$ cat config.mk
export PLATFORM = sky130hd
export DESIGN_NAME = pfpu_vwriter
export DESIGN_NICKNAME = d
export VERILOG_FILES = /design/src/rtl/pfpu_vwriter_pkg.sv /design/src/rtl/pfpu_vwriter_fifo.sv /design/src/rtl/pfpu_vwriter.sv
export SDC_FILE = /design/constraint.sdc
export NUM_CORES = 1
export LEC_CHECK = 0
export CORE_MARGIN = 10
export CORE_UTILIZATION = 50
export CTS_CLUSTER_SIZE = 24
export DETAILED_ROUTE_END_ITERATION = 6
export PLACE_DENSITY = 0.82
export SLEW_MARGIN = 15
export SYNTH_ARGS = -nofsm -noshare
export SYNTH_HDL_FRONTEND = slang
export SYNTH_SLANG_ARGS = --single-unit
$ cat constraint.sdc
create_clock -name sys_clk -period 8.75 [get_ports sys_clk]
set_input_delay 2.1875 -clock sys_clk [delete_from_list [all_inputs] [get_ports sys_clk]]
set_output_delay 2.1875 -clock sys_clk [all_outputs]
set_load 0.1 [all_outputs]
$ cat src/rtl/pfpu_vwriter_pkg.sv
// Shared definitions for the PFPU vertex writer: FSM encoding, WISHBONE burst
// tags and the mesh-to-address mapping.
package pfpu_vwriter_pkg;

   typedef enum logic [2:0] {
      S_IDLE,
      S_FETCH,
      S_BEAT0,
      S_BEAT1,
      S_DONE
   } state_t;

   localparam logic [2:0] CTI_INCR = 3'b010;
   localparam logic [2:0] CTI_END  = 3'b111;

   localparam int MESH_W    = 7;
   localparam int VTX_SHIFT = 3;
   localparam int ROW_SHIFT = MESH_W + VTX_SHIFT;
   localparam int BASE_LSB  = ROW_SHIFT + MESH_W;
   localparam int CNT_W     = 2*MESH_W + 1;

   // Rows are a fixed 128 vertices apart regardless of mesh width.
   function automatic logic [31:0] beat_addr(input logic [31-BASE_LSB:0] base,
                                             input logic [MESH_W-1:0] r1,
                                             input logic [MESH_W-1:0] r0,
                                             input logic second);
      return {base, r1, r0, second, 2'b00};
   endfunction

endpackage

$ cat src/rtl/pfpu_vwriter_fifo.sv
// First-word-fall-through vertex FIFO; the head entry is visible on dout
// whenever empty is low.
module pfpu_vwriter_fifo #(
   parameter int DEPTH_LOG2 = 2,
   parameter int W          = 64
) (
   input  logic         sys_clk,
   input  logic         sys_rst,
   input  logic         push,
   input  logic [W-1:0] din,
   input  logic         pop,
   output logic [W-1:0] dout,
   output logic         full,
   output logic         empty
);

   logic [W-1:0]        mem [2**DEPTH_LOG2];
   logic [DEPTH_LOG2:0] wr_ptr, rd_ptr;
   logic                wr_en, rd_en;

   // Extra pointer bit distinguishes full from empty when the indices match.
   assign empty = (wr_ptr == rd_ptr);
   assign full  = (wr_ptr[DEPTH_LOG2] != rd_ptr[DEPTH_LOG2]) &&
                  (wr_ptr[DEPTH_LOG2-1:0] == rd_ptr[DEPTH_LOG2-1:0]);
   assign wr_en = push && (!full || pop);
   assign rd_en = pop && !empty;
   assign dout  = mem[rd_ptr[DEPTH_LOG2-1:0]];

   always_ff @(posedge sys_clk) begin
      if (sys_rst) begin
         wr_ptr <= '0;
         rd_ptr <= '0;
      end else begin
         if (wr_en) wr_ptr <= wr_ptr + 1'b1;
         if (rd_en) rd_ptr <= rd_ptr + 1'b1;
      end
   end

   always_ff @(posedge sys_clk) begin
      if (wr_en) mem[wr_ptr[DEPTH_LOG2-1:0]] <= din;
   end

endmodule

$ cat src/rtl/pfpu_vwriter.sv
// Writes PFPU vertex results to memory as two-beat WISHBONE bursts, walking
// the mesh r0-fastest and flagging done after the last vertex lands.
module pfpu_vwriter
   import pfpu_vwriter_pkg::*;
#(
   parameter int FIFO_DEPTH_LOG2 = 2
) (
   input  logic        sys_clk,
   input  logic        sys_rst,
   input  logic        start,
   input  logic [31:0] dma_base,
   input  logic [6:0]  hmesh_last,
   input  logic [6:0]  vmesh_last,
   input  logic        vtx_stb,
   input  logic [31:0] vtx_x,
   input  logic [31:0] vtx_y,
   output logic        vtx_ack,
   output logic [31:0] wbm_adr_o,
   output logic [31:0] wbm_dat_o,
   output logic [3:0]  wbm_sel_o,
   output logic [2:0]  wbm_cti_o,
   output logic        wbm_we_o,
   output logic        wbm_cyc_o,
   output logic        wbm_stb_o,
   input  logic        wbm_ack_i,
   output logic        busy,
   output logic        done
);

   state_t                 state, state_nxt;
   logic [31-BASE_LSB:0]   base;
   logic [MESH_W-1:0]      hlast, vlast, r0, r1;
   logic [CNT_W-1:0]       acc_cnt, total;
   logic [31:0]            cur_x, cur_y;
   logic [63:0]            fifo_dout;
   logic                   fifo_full, fifo_empty, push, pop, last;
   logic                   unused_base;

   assign unused_base = ^dma_base[BASE_LSB-1:0];

   assign busy    = (state == S_FETCH) || (state == S_BEAT0) || (state == S_BEAT1);
   assign done    = (state == S_DONE);
   assign vtx_ack = busy && !fifo_full && (acc_cnt != total);
   assign push    = vtx_stb && vtx_ack;
   assign pop     = (state == S_FETCH) && !fifo_empty;
   assign last    = (r0 == hlast) && (r1 == vlast);

   pfpu_vwriter_fifo #(
      .DEPTH_LOG2 (FIFO_DEPTH_LOG2),
      .W          (64)
   ) u_fifo (
      .sys_clk (sys_clk),
      .sys_rst (sys_rst),
      .push    (push),
      .din     ({vtx_y, vtx_x}),
      .pop     (pop),
      .dout    (fifo_dout),
      .full    (fifo_full),
      .empty   (fifo_empty)
   );

   always_comb begin
      state_nxt = state;
      case (state)
         S_IDLE:  if (start) state_nxt = S_FETCH;
         S_FETCH: if (!fifo_empty) state_nxt = S_BEAT0;
         S_BEAT0: if (wbm_ack_i) state_nxt = S_BEAT1;
         S_BEAT1: if (wbm_ack_i) state_nxt = last ? S_DONE : S_FETCH;
         S_DONE:  state_nxt = S_IDLE;
         default: state_nxt = S_IDLE;
      endcase
   end

   always_ff @(posedge sys_clk) begin
      if (sys_rst) begin
         state   <= S_IDLE;
         r0      <= '0;
         r1      <= '0;
         acc_cnt <= '0;
         total   <= '0;
      end else begin
         state <= state_nxt;
         if (state == S_IDLE && start) begin
            r0      <= '0;
            r1      <= '0;
            acc_cnt <= '0;
            total   <= (CNT_W'(hmesh_last) + 1'b1) * (CNT_W'(vmesh_last) + 1'b1);
         end else if (push) begin
            acc_cnt <= acc_cnt + 1'b1;
         end
         if (state == S_BEAT1 && wbm_ack_i && !last) begin
            if (r0 == hlast) begin
               r0 <= '0;
               r1 <= r1 + 1'b1;
            end else begin
               r0 <= r0 + 1'b1;
            end
         end
      end
   end

   // Pass configuration and the in-flight vertex need no reset.
   always_ff @(posedge sys_clk) begin
      if (state == S_IDLE && start) begin
         base  <= dma_base[31:BASE_LSB];
         hlast <= hmesh_last;
         vlast <= vmesh_last;
      end
      if (pop) {cur_y, cur_x} <= fifo_dout;
   end

   assign wbm_cyc_o = (state == S_BEAT0) || (state == S_BEAT1);
   assign wbm_stb_o = wbm_cyc_o;
   assign wbm_we_o  = wbm_cyc_o;
   assign wbm_sel_o = 4'hf;
   assign wbm_cti_o = (state == S_BEAT1) ? CTI_END : CTI_INCR;
   assign wbm_dat_o = (state == S_BEAT1) ? cur_y : cur_x;
   assign wbm_adr_o = beat_addr(base, r1, r0, state == S_BEAT1);

endmodule

Word-level counts from Yosys, hierarchy flattened. Memories as Yosys holds them, arrays and structs flattened. A register that Yosys moved wholly into a read port is not among the register bits. Cells that the tools add are included.

$add $sub $neg: 7. $mul: 1. Equality and inequality tests: 14. Multiplexer cells: 16. Reductions and logical operators: 22.

Operators by type and width (number): 7-bit two-way mux (6); 32-bit two-way mux (1); 3-bit two-way mux (6); 7-bit by 1-bit adder with 8-bit output, second input constant (2); 15-bit by 1-bit adder with 15-bit output, second input constant (1); 8-bit by 8-bit multiplier with 15-bit output (1); 15-bit inequality test (1); 7-bit by 1-bit adder with 7-bit output, second input constant (2); 7-bit == test (2); 3-bit one-hot mux with 4 select lines (1); 1-bit logical AND (11); 3-bit by 1-bit adder with 3-bit output, second input constant (2); 3-bit by 2-bit == test with 1-bit output, second input constant (2); 2-bit inequality test, second input constant (3); 1-bit logical OR (4); 4-bit AND reduction (1); 3-bit by 1-bit == test with 1-bit output, second input constant (1); 3-bit == test (1); 3-bit == test, second input constant (1); 1-bit zero test (3); 3-bit zero test (1); 2-bit == test (1); 1-bit two-way mux (2); 2-bit by 1-bit inequality test with 1-bit output, second input constant (1); 3 further kinds (3).

Flip-flop bits (word level): 82. RAM bits: 256. Input port bits: 115. Output and inout port bits: 77. Memories: 1.

Memory list: u_fifo.mem (depth 4, bits a word 64, rd ports 1, clocked after Yosys merged registers in 1, wr ports 1, RTL line pfpu_vwriter_fifo.sv:17) `logic [W-1:0] mem [2**DEPTH_LOG2];`.

Logic depth before layout (Yosys ltp). Gate-level depths: netlist (run 1).

Depth in word-level cells: 9. Depth in mapped cells: 20. Depth with buffers taken out: 19.

Cells and area by module. Synthesis (run 1) repeated with hierarchy kept, for this count alone.

Cell total of the unflattened synthesis: 1094. Area total of the unflattened synthesis: 17568.1 µm².

Modules (own cells, without submodules): pfpu_vwriter_fifo (instances 1, cells each 389, area an instance 9755.6 µm²); pfpu_vwriter (instances 1, cells each 705, area an instance 7812.5 µm²).

Worst setup path after synthesis (run 1). OpenSTA, ideal clock, no wires.

Path kind: input-to-reg. From: in vmesh_last[0]. To: reg total[14]. Setup time: 0.066 ns. Arrival time: 7.158 ns. Required time: 8.684 ns. Setup slack: 1.525 ns. Stages on the path: 19. Cells stage by stage: buf_2 > nand3_1 > or3_1 > clkbuf_1 > or2_2 > fa_1 > fa_1 > inv_1 > fa_1 > inv_1 > fa_1 > inv_1 > ha_1 > o211ai_1 > a21oi_1 > a2111oi_0 > nor3_1 > or4_1 > nand3_1.

Cells in the longest elaborated chain, start to end: 2.

Ends and longest elaborated chain: start, declared (RTL line pfpu_vwriter.sv:13) `input logic [6:0] vmesh_last,`; 7-bit by 1-bit adder with 8-bit output (RTL line pfpu_vwriter.sv:87) `total <= (CNT_W'(hmesh_last) + 1'b1) * (CNT_W'(vmesh_last) + 1'b1);`; 8-bit by 8-bit multiplier with 15-bit output (RTL line pfpu_vwriter.sv:87); end signal, assigned (RTL line pfpu_vwriter.sv:87); end, declared (RTL line pfpu_vwriter.sv:33) `logic [CNT_W-1:0] acc_cnt, total;`.

No other way between the ends. A chain may end at the register's enable or synchronous reset.

Worst setup path in the final report (run 1). Same ends and word-level chain as after synthesis.

==> flow_summary.ini, run 1 <==
[placement]
placement.setup.worst_slack_ns = 0.5927
dp.final_hpwl_mm = 22.00
dpl-instance-area_mm2 = 0.01953
portbufs = 167
place_congestion = 0.8633

[critical_path]
cp_num_buf_inv = 4
r2r_start = u_fifo.rd_ptr[1]
worstRegToRegCells = 6
worst_setup_path_start_kind = primary input
worst_path_dominant_cell_family = adder cells
critical-path-max-stage-delay_ns = 0.71
crit_fanout = 11
path_common_cell = sky130_fd_sc_hd__fa_1
end_kind = flip-flop
r2r_end = u_fifo.wr_ptr[2]
critPathRequiredTime_ns = 9.22
crit_chain = clkdlybuf4s50_1 > nand3_1 > or3_1 > or2_2 > fa_1 > fa_1 > inv_1 > fa_1 > inv_1 > fa_1 > inv_1 > ha_1 > o211ai_1 > a21oi_1 > a2111oi_0 > nor3_1 > or4_1 > nand3_1
reg2reg_setup_slack_ns = 5.20
critical-path-slowest-cell = sky130_fd_sc_hd__clkdlybuf4s50_1
arrival_ns = 8.10
timing.setup.critical_path_class = primary input to flip-flop

[power_and_ir_drop]
power-per-cell-area_mw_per_mm2 = 255.3
p_leak_nw = 7.164
ir_drop_mv = 0.2396
total_power_w = 0.005314

[grt]
via_count_of_the_first_global_routing_pass = 9811
groute.usage.overall_pct = 16.47
grt_pass1_wl_mm = 54.94
pin_count_of_the_biggest_net_entering_global_routing = 68
grt_total_ovfl = 0
initial_antenna_violation_count = 3

[finish]
fraction_of_layout_instances_using_a_drive_strength_above_1_pct = 15.18
mostFrequentLayoutCell = sky130_fd_sc_hd__edfxtp_1
finish.instance_area_mm2 = 0.02082
layout_common_cells = 349 x sky130_fd_sc_hd__edfxtp_1, 167 x sky130_fd_sc_hd__clkdlybuf4s50_1, 95 x sky130_fd_sc_hd__nor2_1
finalNetCount = 1454
syn_to_final_growth_pct = 19.90

[clocking]
worst_skew_pair.late_latency_ns = 0.54
clock_sinks = 402
cts_max_level = 2
cts_resized = 0
root_buffer = sky130_fd_sc_hd__clkbuf_16
postCtsSetupBuffers = 0
numCtsBuffers = 42
clk_pin_slew_worst_paths_ns = 0.06
tritoncts = done
holdBufCountCts = 0
clockBufferDepth = 3

[floorplan]
total_die_area_mm2 = 0.04257
initial_core_util_pct = 50.51
floorplan.die.width_um = 206.3
row_count = 68
fp.dieH_um = 206.3
io-pin-count = 192
placeableCoreArea_mm2 = 0.03437

[sta]
maxClockFrequency_ghz = 0.1311
hold_viol = 0
setup_repair_after_global_routing_missed_its_margin = false
slew_worst_pin_ns = 1.120
tns_setup_ns = 0
worst_slack_ns = 1.123
hold_slack_ns = 0.4771
fin_worst_skew_ns = 0.01925
setup_violations = 0
final_max_slew_viol_count = 0
worst_slew_margin_rel_pct = 25.08
finalCriticalPeriod_ns = 7.627
finalCritPeriodShare_pct = 87.17

[synth]
number_of_synthesized_flops_with_an_enable_pin = 349
ys_ff_latch = 402
syn-instance-count = 1076
syn_area_per_cell_um2 = 16.13
synth_sequential_area_ratio_pct = 66.48
synthTopCellsByArea = sky130_fd_sc_hd__edfxtp_1 60%, sky130_fd_sc_hd__mux4_2 8.3%, sky130_fd_sc_hd__dfxtp_1 6.1%
asyncSetResetFlopFracSynth_pct = 0
netlist_area_mm2 = 0.01736
post-synth-top-area-fraction_pct = 60.37
yosysWarningCount = 0
netlist.top_cell.by_area = sky130_fd_sc_hd__edfxtp_1
ys.flop_type = sky130_fd_sc_hd__edfxtp_1
synth_cell_type_count = 64

[detailed_routing]
detailed_route_vias_per_instance = 5.428
vias = 9482
final_antenna_net_count = 0
drt_iter0_drc = 517
drc = 0
detail_route.wl_per_cell_um = 19.97
detail_route.wirelength_mm = 34.88
drtPass1Iterations = 5

[job]
drv_cap = 0

[worst_hold_path]
min_delay_worst_endpoint = total[0]
min_path_cells = 2
hold_path_start = total[0]
hold_path.class = flip-flop to flip-flop

[status]
status = finished clean
## layer usage
metal | vias to the layer above | part of all wire, % | GRT usage (%)
met2 | 247 | 51 | 28.23
met3 | 45 | 6.7 | 4.295
met5 | - | 0.060 | 0
met4 | 4 | 1.6 | 4.222
met1 | 4764 | 41 | 20.38
li1 | 4422 | - | -
## worst register-to-register path, stage by stage (launching register included)
cell,delay [ns]
sky130_fd_sc_hd__dfxtp_4,0.97
sky130_fd_sc_hd__xor2_1,0.25
sky130_fd_sc_hd__nor2_1,0.07
sky130_fd_sc_hd__a211o_1,0.36
sky130_fd_sc_hd__a21oi_1,0.39
sky130_fd_sc_hd__and3_4,0.97
sky130_fd_sc_hd__mux2_2,0.42
## metrics by stage
step / utilization, % / instances
floorplan: - / 1081
global placement: 56.83 / 1671
detailed placement: 56.83 / 1671
CTS: 60.55 / 1746
global route: 60.55 / 1746
finish: 60.56 / 1747
## flip-flops by register name, indices dropped and copies added, names as in the netlist
name	count
acc_cnt	15
total	15
r1	7
u_fifo.mem	256
cur_x	32
state	3
vlast	7
r0	7
cur_y	32
u_fifo.wr_ptr	3
base	15
u_fifo.rd_ptr	3
hlast	7
## cell type report
| type | instances | area, µm² |
|---|---|---|
| Sequential cell | 402 | 11550 |
| Clock buffer | 55 | 1131 |
| Timing Repair Buffer | 181 | 1777 |
| Tap cell | 455 | 569.3 |
| Multi-Input combinational cell | 573 | 5413 |
| Clock inverter | 20 | 148.9 |
| Inverter | 60 | 225.2 |
| Fill cell | 2554 | 13560 |
| Antenna cell | 1 | 2.502 |
## cells by family after synthesis
kind of cell             after synthesis  share of synthesized area, %
XOR/XNOR                              57                         2.876
flip-flops                           402                         66.48
AND/OR/NAND/NOR                      242                         6.580
other                                  2                       0.04326
multiplexers                         101                         10.68
buffers and inverters                106                         2.616
adder cells (fa/ha/maj)               79                         7.207
AO/OA/AOI/OAI                         87                         3.517
## synth_stat cells (all sizes together), types with 7 or more instances
| master | count |
|---|---|
| nor3 | 7 |
| nor2 | 95 |
| nand3 | 27 |
| nand4 | 7 |
| edfxtp | 349 |
| xnor2 | 40 |
| buf | 27 |
| mux2 | 34 |
| fa | 35 |
| dfxtp | 53 |
| o21ai | 9 |
| clkbuf | 19 |
| a21oi | 28 |
| ha | 44 |
| nand2 | 49 |
| mux4 | 64 |
| or2 | 8 |
| and3 | 13 |
| a211oi | 7 |
| xor2 | 17 |
| inv | 59 |
| or3 | 9 |
| a31o | 7 |
## report_power, final
part           switching, W  leakage, nW  internal, W  total, W
logic              0.000819         2.94     0.000473   0.00129
clock network      0.000717        0.623     0.000923   0.00164
registers         0.0000784         3.60      0.00230   0.00238
## how the worst max path moves through the flow
stage,from,to,slack [ns],cells past startpoint
after floorplan,vmesh_last[0],total[14],1.53,19
after global placement,vmesh_last[0],total[14],0.60,18
after detailed placement,vmesh_last[0],total[14],0.59,18
after CTS,vmesh_last[0],total[14],1.14,18
after global routing,vmesh_last[0],total[14],0.71,18
final,vmesh_last[0],total[14],1.12,18
Power figures use the tool's default switching activity.
==> inputs of run 2 (changes only) <==
Settings changed: ABC_CLOCK_PERIOD_IN_PS from default to 8750.
==> results of run 2 <==
No change in the layout: final DEF, timing and power equal those of run 1.
==> inputs of run 3 (changes only) <==
Settings changed: ABC_CLOCK_PERIOD_IN_PS 8750 to default.
==> results of run 3 <==
No change in the layout: final DEF, timing and power equal those of run 1.
